<file path="config.mk">
export PLATFORM = sky130hd
export DESIGN_NAME = video_stream_meter
export DESIGN_NICKNAME = d
export VERILOG_FILES = /design/src/rtl/video_stream_meter.sv
export SDC_FILE = /design/constraint.sdc
export NUM_CORES = 1
export LEC_CHECK = 0
export ABC_AREA = 1
export CELL_PAD_IN_SITES_DETAIL_PLACEMENT = 2
export CELL_PAD_IN_SITES_GLOBAL_PLACEMENT = 2
export CORE_MARGIN = 4
export CORE_UTILIZATION = 29
export DETAILED_ROUTE_END_ITERATION = 7
export GPL_TIMING_DRIVEN = 0
export PLACE_DENSITY = 0.77
export SLEW_MARGIN = 15
export SYNTH_ARGS = -nofsm -noshare
export SYNTH_HDL_FRONTEND = slang
export SYNTH_SLANG_ARGS = --single-unit
</file>
<file path="constraint.sdc">
create_clock -name clk -period 2 [get_ports clk]
set_clock_uncertainty 0.15 [all_clocks]
set_input_delay 0.4 -clock clk [delete_from_list [all_inputs] [get_ports clk]]
set_output_delay 0.4 -clock clk [all_outputs]
set_load 0.02 [all_outputs]
</file>
<file path="src/rtl/video_stream_meter.sv">
`default_nettype none
// ============================================================================
// Module   : video_stream_meter
// Purpose  : Measures line width / frame height of a di/de/hs/vs pixel stream,
//            checks them against expected values and raises sticky errors.
//            Optional macro VIDEO_METER_SUM_EN adds a per-frame pixel sum.
// Revision : 1.0  initial release
// ============================================================================
module video_stream_meter #(
    parameter int DATA_WIDTH = 8,
    parameter int CNT_WIDTH  = 16
) (
    input  logic                  clk,
    input  logic                  rst_n,
    input  logic [DATA_WIDTH-1:0] di_i,
    input  logic                  de_i,
    input  logic                  hs_i,
    input  logic                  vs_i,
    input  logic [CNT_WIDTH-1:0]  expect_w,
    input  logic [CNT_WIDTH-1:0]  expect_h,
    input  logic                  clr,
    output logic [CNT_WIDTH-1:0]  line_width,
    output logic [CNT_WIDTH-1:0]  frame_height,
    output logic [15:0]           frame_cnt,
    output logic                  line_done,
    output logic                  frame_done,
`ifdef VIDEO_METER_SUM_EN
    output logic [31:0]           frame_sum,
`endif
    output logic                  err_width,
    output logic                  err_height,
    output logic                  err_sync
);

    localparam logic [1:0] S_SYNC   = 2'd0;
    localparam logic [1:0] S_VBLANK = 2'd1;
    localparam logic [1:0] S_HBLANK = 2'd2;
    localparam logic [1:0] S_LINE   = 2'd3;

    localparam logic [CNT_WIDTH-1:0] C_CNT_MAX = {CNT_WIDTH{1'b1}};

    // Input staging plus one extra stage of hs/vs for edge detection
    logic [DATA_WIDTH-1:0] r_di;
    logic                  r_de;
    logic                  r_hs;
    logic                  r_vs;
    logic                  r_hs_d;
    logic                  r_vs_d;
    logic [CNT_WIDTH-1:0]  r_exp_w;
    logic [CNT_WIDTH-1:0]  r_exp_h;
    logic                  r_clr;

    always_ff @(posedge clk or negedge rst_n) begin
        if (!rst_n) begin
            r_di    <= '0;
            r_de    <= 1'b0;
            r_hs    <= 1'b0;
            r_vs    <= 1'b0;
            r_hs_d  <= 1'b0;
            r_vs_d  <= 1'b0;
            r_exp_w <= '0;
            r_exp_h <= '0;
            r_clr   <= 1'b0;
        end else begin
            r_di    <= di_i;
            r_de    <= de_i;
            r_hs    <= hs_i;
            r_vs    <= vs_i;
            r_hs_d  <= r_hs;
            r_vs_d  <= r_vs;
            r_exp_w <= expect_w;
            r_exp_h <= expect_h;
            r_clr   <= clr;
        end
    end

    logic w_hs_rise;
    logic w_hs_fall;
    logic w_vs_rise;
    logic w_vs_fall;
    logic w_pix;

    assign w_hs_rise = r_hs & ~r_hs_d;
    assign w_hs_fall = ~r_hs & r_hs_d;
    assign w_vs_rise = r_vs & ~r_vs_d;
    assign w_vs_fall = ~r_vs & r_vs_d;
    assign w_pix     = r_de & ~r_hs & ~r_vs;

    // FSM
    logic [1:0] r_state;
    logic [1:0] w_state_nxt;
    logic       w_count;
    logic       w_start_line;
    logic       w_start_frame;
    logic       w_close_line;
    logic       w_close_frame;
    logic       w_set_sync;

    always_ff @(posedge clk or negedge rst_n) begin
        if (!rst_n) begin
            r_state <= S_SYNC;
        end else begin
            r_state <= w_state_nxt;
        end
    end

    always_comb begin
        w_state_nxt   = r_state;
        w_count       = 1'b0;
        w_start_line  = 1'b0;
        w_start_frame = 1'b0;
        w_close_line  = 1'b0;
        w_close_frame = 1'b0;
        w_set_sync    = 1'b0;
        case (r_state)
            S_SYNC: begin
                if (r_vs) begin
                    w_state_nxt = S_VBLANK;
                end
            end
            S_VBLANK: begin
                if (w_vs_fall) begin
                    w_start_frame = 1'b1;
                    w_state_nxt   = S_HBLANK;
                end
            end
            S_HBLANK: begin
                if (w_vs_rise) begin
                    w_close_frame = 1'b1;
                    w_state_nxt   = S_VBLANK;
                end else if (w_hs_fall) begin
                    // The first pixel of a line can arrive with the hs fall
                    w_start_line = 1'b1;
                    w_count      = w_pix;
                    w_state_nxt  = S_LINE;
                end
            end
            S_LINE: begin
                if (w_vs_rise) begin
                    w_close_line  = 1'b1;
                    w_close_frame = 1'b1;
                    w_set_sync    = ~w_hs_rise;
                    w_state_nxt   = S_VBLANK;
                end else if (w_hs_rise) begin
                    w_close_line = 1'b1;
                    w_state_nxt  = S_HBLANK;
                end else begin
                    w_count = w_pix;
                end
            end
            default: begin
                w_state_nxt = S_SYNC;
            end
        endcase
    end

    // Saturating pixel and line counters
    logic [CNT_WIDTH-1:0] r_pix_cnt;
    logic [CNT_WIDTH-1:0] r_line_cnt;
    logic [CNT_WIDTH-1:0] w_line_inc;
    logic [CNT_WIDTH-1:0] w_frame_lines;

    assign w_line_inc    = (r_line_cnt == C_CNT_MAX) ? r_line_cnt : r_line_cnt + 1'b1;
    assign w_frame_lines = w_close_line ? w_line_inc : r_line_cnt;

    always_ff @(posedge clk or negedge rst_n) begin
        if (!rst_n) begin
            r_pix_cnt  <= '0;
            r_line_cnt <= '0;
        end else begin
            if (w_start_line) begin
                r_pix_cnt <= {{(CNT_WIDTH-1){1'b0}}, w_count};
            end else if (w_count && (r_pix_cnt != C_CNT_MAX)) begin
                r_pix_cnt <= r_pix_cnt + 1'b1;
            end

            if (w_start_frame) begin
                r_line_cnt <= '0;
            end else if (w_close_line) begin
                r_line_cnt <= w_line_inc;
            end
        end
    end

    // Results and sticky errors
    logic                 w_set_width;
    logic                 w_set_height;
    logic [CNT_WIDTH-1:0] r_line_width;
    logic [CNT_WIDTH-1:0] r_frame_height;
    logic [15:0]          r_frame_cnt;
    logic                 r_line_done;
    logic                 r_frame_done;
    logic                 r_err_width;
    logic                 r_err_height;
    logic                 r_err_sync;

    assign w_set_width  = w_close_line  && (r_exp_w != '0) && (r_pix_cnt != r_exp_w);
    assign w_set_height = w_close_frame && (r_exp_h != '0) && (w_frame_lines != r_exp_h);

    always_ff @(posedge clk or negedge rst_n) begin
        if (!rst_n) begin
            r_line_width   <= '0;
            r_frame_height <= '0;
            r_frame_cnt    <= '0;
            r_line_done    <= 1'b0;
            r_frame_done   <= 1'b0;
            r_err_width    <= 1'b0;
            r_err_height   <= 1'b0;
            r_err_sync     <= 1'b0;
        end else begin
            r_line_done  <= w_close_line;
            r_frame_done <= w_close_frame;
            if (w_close_line) begin
                r_line_width <= r_pix_cnt;
            end
            if (w_close_frame) begin
                r_frame_height <= w_frame_lines;
            end
            // A clear and a frame close in the same cycle leave a count of one
            if (r_clr) begin
                r_frame_cnt <= w_close_frame ? 16'd1 : 16'd0;
            end else if (w_close_frame) begin
                r_frame_cnt <= r_frame_cnt + 16'd1;
            end
            r_err_width  <= (r_err_width  & ~r_clr) | w_set_width;
            r_err_height <= (r_err_height & ~r_clr) | w_set_height;
            r_err_sync   <= (r_err_sync   & ~r_clr) | w_set_sync;
        end
    end

    assign line_width   = r_line_width;
    assign frame_height = r_frame_height;
    assign frame_cnt    = r_frame_cnt;
    assign line_done    = r_line_done;
    assign frame_done   = r_frame_done;
    assign err_width    = r_err_width;
    assign err_height   = r_err_height;
    assign err_sync     = r_err_sync;

`ifdef VIDEO_METER_SUM_EN
    logic [31:0] r_acc;
    logic [31:0] r_frame_sum;

    always_ff @(posedge clk or negedge rst_n) begin
        if (!rst_n) begin
            r_acc       <= '0;
            r_frame_sum <= '0;
        end else begin
            if (w_start_frame) begin
                r_acc <= '0;
            end else if (w_count) begin
                r_acc <= r_acc + 32'(r_di);
            end
            if (w_close_frame) begin
                r_frame_sum <= r_acc;
            end
        end
    end

    assign frame_sum = r_frame_sum;
`else
    logic w_unused_di;
    assign w_unused_di = ^r_di;
`endif

endmodule
`default_nettype wire
</file>
==> results of run 1 <==
cell type report:
cell class,instances,area share
well taps,270,0.0395
multi-input cells,471,0.317
clock inverters,11,0.0209
inverters,95,0.0429
clock buffers,21,0.0538
plain buffers,12,0.00936
flip-flops and latches,125,0.366
repair buffers,135,0.150
flip-flops by register name (all words and copies together) (netlist names), 2 cells and up:
register	count
frame_cnt	16
frame_height	16
line_width	16
r_exp_h	16
r_exp_w	16
r_line_cnt	16
r_pix_cnt	16
r_state	2
worst max-delay path: stages (launching register included):
cell and delay [ns]:
dfrtp_1 0.38, ha_2 0.20, nand2_2 0.07, nor2_4 0.19, nand2_2 0.09, nor2_4 0.15, buf_4 0.13, nand3_2 0.07
nand2_2 0.11, nand2_2 0.08, nand2_1 0.08, nand2_1 0.07, nor2_2 0.10, nand2_1 0.07, nor2_1 0.12, nand2_1 0.07
nand2_2 0.06, nand2_1 0.05
cell families (layout without fill, tap and decap cells):
logic type,after synthesis,count (layout),share of synthesized area
and+or+nand+nor,365,365,0.286
DFF,125,125,0.528
buffers and inverters,108,274,0.0731
AOI/OAI and AO/OA,88,88,0.0839
xor gates and xnor gates,15,15,0.0222
adders and majority gates,3,3,0.00634
routing by layer:
metal	track usage	share of wire	vias to the layer above
met5	0	0	-
met4	0.0576	0.022	0
met3	0.0416	0.037	38
met2	0.344	0.51	125
met1	0.248	0.43	2857
li1	-	-	2597
what timing repair did:
item / CTS / global route
endpoints found under the hold margin: 73 / 0
pin swaps: 25 / 24
hold buffers: 1 / 0
resized for setup: 92 / 53
setup endpoints to repair: 68 / 52
cloned: 1 / 0
setup buffers: 24 / 18
cells in the final DEF (no fill, tap or decap), types with 10 or more instances in the layout:
cell	Yosys	routed
a21oi_1	17	16
buf_4	0	38
clkbuf_16	0	17
clkdlybuf4s50_1	0	62
dfrtp_1	125	121
dlygate4sd2_1	0	18
inv_1	86	83
nand2_1	184	161
nand2_2	7	23
nand3_1	52	42
nand3_2	7	14
nor2_1	60	41
nor2_2	3	17
nor4_1	11	10
o21ai_0	49	43
xor2_1	12	12
path summary, 6_finish.rpt:
kind / startpoint / end / slack, ns / depth (start not counted)
setup / recovery: r_line_cnt[0] / err_height / -0.37 / 17
min in group asynchronous: rst_n / frame_cnt[14] / 0.44 / 2
max in group asynchronous: rst_n / r_state[0] / 0.53 / 3
hold reg to reg: line_width[5] / line_width[5] / 0.33 / 2
setup reg to reg: r_line_cnt[0] / err_height / -0.37 / 17
hold / removal: expect_w[9] / r_exp_w[9] / 0.25 / 1
power groups by stage:
stage               registers, mW  logic [mW]  clock network (mW)
floorplan                    3.23        1.01                   0
global placement             3.14        1.86                   0
detailed placement           3.16        1.96                   0
CTS                          3.11        2.25                3.48
global route                 3.17        2.69                3.60
finish                       3.14        2.45                3.41
metrics by stage:
| stage | hold WS (ns) | instances | util |
|---|---|---|---|
| 4_1_cts | 0.240 | 1122 | 0.409 |
| 3_5_place_dp | 0.319 | 1065 | 0.357 |
| 6_report | 0.254 | 1140 | 0.424 |
| 3_3_place_gp | 0.310 | 1064 | 0.355 |
| 2_1_floorplan | -0.0456 | 704 | - |
| 5_1_grt | 0.239 | 1140 | 0.424 |
==> results.md, run 1 <==
* Status: complete, but fails checks
* Failing checks: setup timing
* Maximum vdd drop at 0.000544 V
* Ant diodes at 0
* Layout Nets at 906
* Post-route cell area at 8550 um^2
* Distinct cells, synth at 46
* Pint at 5.90 mW
* RePlAce Congestion at 0.831
* Synth-to-Final Area Change at 44.4%
* EDFF count, synth at 0
* Critical path startpoint category: flop
* Type of the worst setup path: reg2reg
* Clock Power Share at 0.379
* Worst slack at placement at -0.665 ns
* Die Y-Extent at 151 um
* Clock root buffer: clkbuf_16
* Sum Neg Setup Slack at -0.999 ns
* Flops & latches, synth at 125
* Leakage at 4.15 nW
* DP Wirelength at 14,800 um
* Ys flop type: dfrtp_1
* FFs w/ async S/R, synth at 1.00
* GRT overflow at 0
* Layout cells sized above 1 at 0.226
* Syn Nets at 753
* CTS H-tree depth at 4
* Synth Warn # at 0
* Clock sink count at 125
* Post-layout min period at 2.37 ns
* Die Width at 151 um
* Kind of end point of the critical path: flop
* Switch Pwr at 3.09 mW
* Sw Ratio at 0.343
* Seq/Total Area, Yosys at 0.528
* Initial antenna violation count at 0
* Setup Viol. Count Final at 5
* Fmax at 0.422 GHz
* Synth top area cells: dfrtp_1, nand2_1, inv_1
* Antenna-violating nets left at 0
* Count leader, synth: nand2_1
* Detailed Routing Iterations Pass 1 at 4
* Fill cells at 2,227
* Total number of vias at 5,617
* Port Buffer Count at 90
* GR Util All Layers at 0.198
* Sequential power share at 0.349
* HP Class: in2reg
* Clk slew on worst S/H paths at 0.06 ns
* Row cnt at 52
* DRC at 0
* Routed wire length at 22,800 um
* CP max FO at 4
* First-pass GRT wire length at 34,700 um
* Core area at 20,200 um^2
* Worst-Skew Late Latency at 0.43 ns
* Top post-synthesis cells by count: nand2_1, dfrtp_1, inv_1
* Synth top area share at 0.528
* Drt initial violations at 231
* FF/Latch Area at 3130 um^2
* Max cap viols at 0
* Final-report hold violation count at 0
* Multi-input gate area at 2710 um^2
* RSZ-0062 raised after global routing: true
* WP data arrival at 2.54 ns
* Final worst slack at -0.369 ns
* Final worst path period share at 1.18
* Cts bufs inserted at 17
* Syn_area_per_cell at 8.41 um^2
* Comb pwr share at 0.272
* Max-slew violation count at 0
* Worst Tran Pin Value at 0.737 ns
* Yosys top cell by area: dfrtp_1
* Initial Util at 0.294
* Power consumption at 8.99 mW
* Critical Path RT at 2.17 ns
* CTS tree: built
* WL/cell at 20.0 um
* Vias per cell at 4.93
* Pin count of the biggest net entering global routing at 75
* Power per cell area at 1050 nW/um^2
* Relative slew slack at 0.509
* Die area at 22,800 um^2
* Vias in the first global route at 6,273
* Post-Synthesis Cell Area at 5920 um^2
* DP Area at 7190 um^2
* CTS Buffer Depth at 2
* Cell count after synthesis at 704
* I/O pins at 99
Note: power is estimated with default switching activity, not from simulation.
==> run 2, diff against run 1 <==
- ABC_CLOCK_PERIOD_IN_PS: not set -> 2000
- HOLD_SLACK_MARGIN: not set -> 0.12
- PLACE_DENSITY: 0.77 -> 0.81
==> run 2 against run 1 <==
Net effect:
- the flow still finishes with violations (setup timing)
- first-iteration DRC count increased by 14%
- worst setup slack got worse by 0.043 ns
- sequential cell count unchanged
- critical endpoint unchanged
- global-route usage decreased by 0.92 points
- critical path depth did not move
- core utilization down 0.093 points
==> results.md, run 2 (synthesized netlist as in run 1, its figures left out) <==
* Status: complete, but fails checks
* Failing checks: setup timing
* HP Class: in2reg
* Synth-to-Final Area Change at 44.1%
* WP data arrival at 2.57 ns (+0.03 ns)
* Relative slew slack at 0.547 (+0.0386)
* Worst Tran Pin Value at 0.679 ns (-0.0579 ns)
* Total number of vias at 5,609 (-0.14%)
* Die Y-Extent at 151 um (unchanged)
* Sum Neg Setup Slack at -0.519 ns (+0.480 ns)
* Layout Nets at 903 (-0.33%)
* Routed wire length at 21,500 um (-5.8%)
* Row cnt at 52 (unchanged)
* RSZ-0062 raised after global routing: true
* WL/cell at 18.9 um (-5.6%)
* Post-layout min period at 2.41 ns (+0.0426 ns)
* Type of the worst setup path: reg2reg
* Clock root buffer: clkbuf_16
* CTS H-tree depth at 4 (unchanged)
* Final worst path period share at 1.21 (+0.0213)
* Hold Crit Start: expect_w[11]
* Die area at 22,800 um^2 (unchanged)
* Antenna-violating nets left at 0 (unchanged)
* Maximum vdd drop at 0.000529 V (-2.8%)
* Worst-Skew Late Latency at 0.42 ns (about the same)
* Die Width at 151 um (unchanged)
* DP Wirelength at 14,500 um (-2.2%)
* R2R cell count at 17 (unchanged)
* Critical Path RT at 2.16 ns (about the same)
* Port Buffer Count at 90 (unchanged)
* Crit Reg-Reg Startpoint: r_line_cnt[0]
* Fmax at 0.415 GHz (-1.8%)
* Max cap viols at 0 (unchanged)
* Ant diodes at 0 (unchanged)
* Final worst slack at -0.411 ns (-0.0426 ns)
* Fill cells at 2,242 (+0.67%)
* Detailed Routing Iterations Pass 1 at 4 (unchanged)
* Vias per cell at 4.93 (+0.12%)
* Cts bufs inserted at 17 (unchanged)
* Critical path startpoint category: flop
* Vias in the first global route at 6,098 (-2.8%)
* Clk slew on worst S/H paths at 0.06 ns (about the same)
* Setup Viol. Count Final at 2 (-3)
* CTS Buffer Depth at 2 (unchanged)
* Final-report hold violation count at 0 (unchanged)
* First-pass GRT wire length at 33,100 um (-4.4%)
* CP max FO at 5 (+1)
* GRT overflow at 0 (unchanged)
* Crit path from: r_line_cnt[0]
* Initial Util at 0.294 (unchanged)
* Initial antenna violation count at 1 (+1)
* RePlAce Congestion at 0.830 (-0.17%)
* Max-slew violation count at 0 (unchanged)
* Layout cells sized above 1 at 0.235 (+0.00886)
* Leakage at 4.16 nW (+0.16%)
* Most common cell after layout, fill and taps aside: nand2_1
* Drt initial violations at 263 (+14%)
* GR Util All Layers at 0.188 (-0.00919)
* Hold WS at 0.268 ns (+0.0143 ns)
* Clock sink count at 125 (unchanged)
* CTS tree: built
* Power per cell area at 1020 nW/um^2 (-3.2%)
* I/O pins at 99 (unchanged)
* Most frequent cells in the layout: nand2_1, dfrtp_1, inv_1
* DRC at 0 (unchanged)
* Worst Hold Depth at 1 (unchanged)
* Kind of end point of the critical path: flop
* Pin count of the biggest net entering global routing at 72 (-4.0%)
* Core area at 20,200 um^2 (unchanged)
==> run 2: worst paths after layout <==
path / endpoint / slack, ns
worst max register to register: err_height / -0.41
worst min register to register: r_hs_d / 0.33
worst min-delay path: r_exp_w[11] / 0.27
min in group asynchronous: r_exp_w[12] / 0.42
max in group asynchronous: r_exp_h[14] / 0.55
worst max-delay path: err_height / -0.41
==> run 2: what timing repair did <==
action | in CTS | in global routing
endpoints found under the setup margin | 65 | 45
gates resized for setup | 69 | 85
setup buffers | 14 | 26
hold endpoints to repair | 70 | 0
pin swaps | 21 | 22
gates cloned | 0 | 1
hold buffers | 1 | 0
==> run 2: where the power goes <==
| group | switching (mW) | total, mW | internal (mW) |
|---|---|---|---|
| Clock | 1.25 | 3.15 | 1.90 |
| Sequential | 0.296 | 3.12 | 2.83 |
| Combinational | 1.47 | 2.41 | 0.947 |
==> run 2: metal layers <==
layer | vias up | part of all wire | wire, um | track usage
met5 | - | 0.00060 | 13 | 0
met4 | 2 | 0.0086 | 185 | 0.0440
met3 | 14 | 0.034 | 735 | 0.0389
met2 | 96 | 0.52 | 11200 | 0.327
met1 | 2900 | 0.43 | 9330 | 0.242
li1 | 2597 | - | - | -
==> run 2: area by class of cell <==
class	instances	area [um^2]	area share
Buffer	11	93.8	0.0110
Clock buffer	19	443	0.0519
Clock inverter	13	155	0.0182
Inverter	95	367	0.0429
Multi-Input combinational cell	471	2720	0.318
Sequential cell	125	3140	0.368
Tap cell	270	338	0.0396
Timing Repair Buffer	133	1280	0.150
==> run 2: stage by stage <==
step	total power, mW	instances	utilization	area (um^2)	setup WS, ns
after global routing	9.19	1137	0.423	8540	-0.538
after detailed placement	5.13	1065	0.357	7190	-0.568
after CTS	8.55	1111	0.400	8060	-0.391
after global placement	5.03	1064	0.355	7160	-4.84
after floorplan	4.24	704	-	5930	0.0287
final	8.69	1137	0.423	8540	-0.411
==> run 2: worst max-delay path, cell delays in order (launching register included) <==
cell and delay [ns]:
dfrtp_2 0.40, ha_4 0.17, nand2_4 0.06, nor2_4 0.19
nand2_4 0.11, inv_2 0.09, nand2_4 0.08, clkbuf_16 0.17
nand3_2 0.07, nand2_1 0.09, nand2_1 0.07, nand2_1 0.06
nor2_2 0.13, nand2_2 0.10, nor2_2 0.13, nand2_1 0.09
nand2_2 0.08, nand2_1 0.06
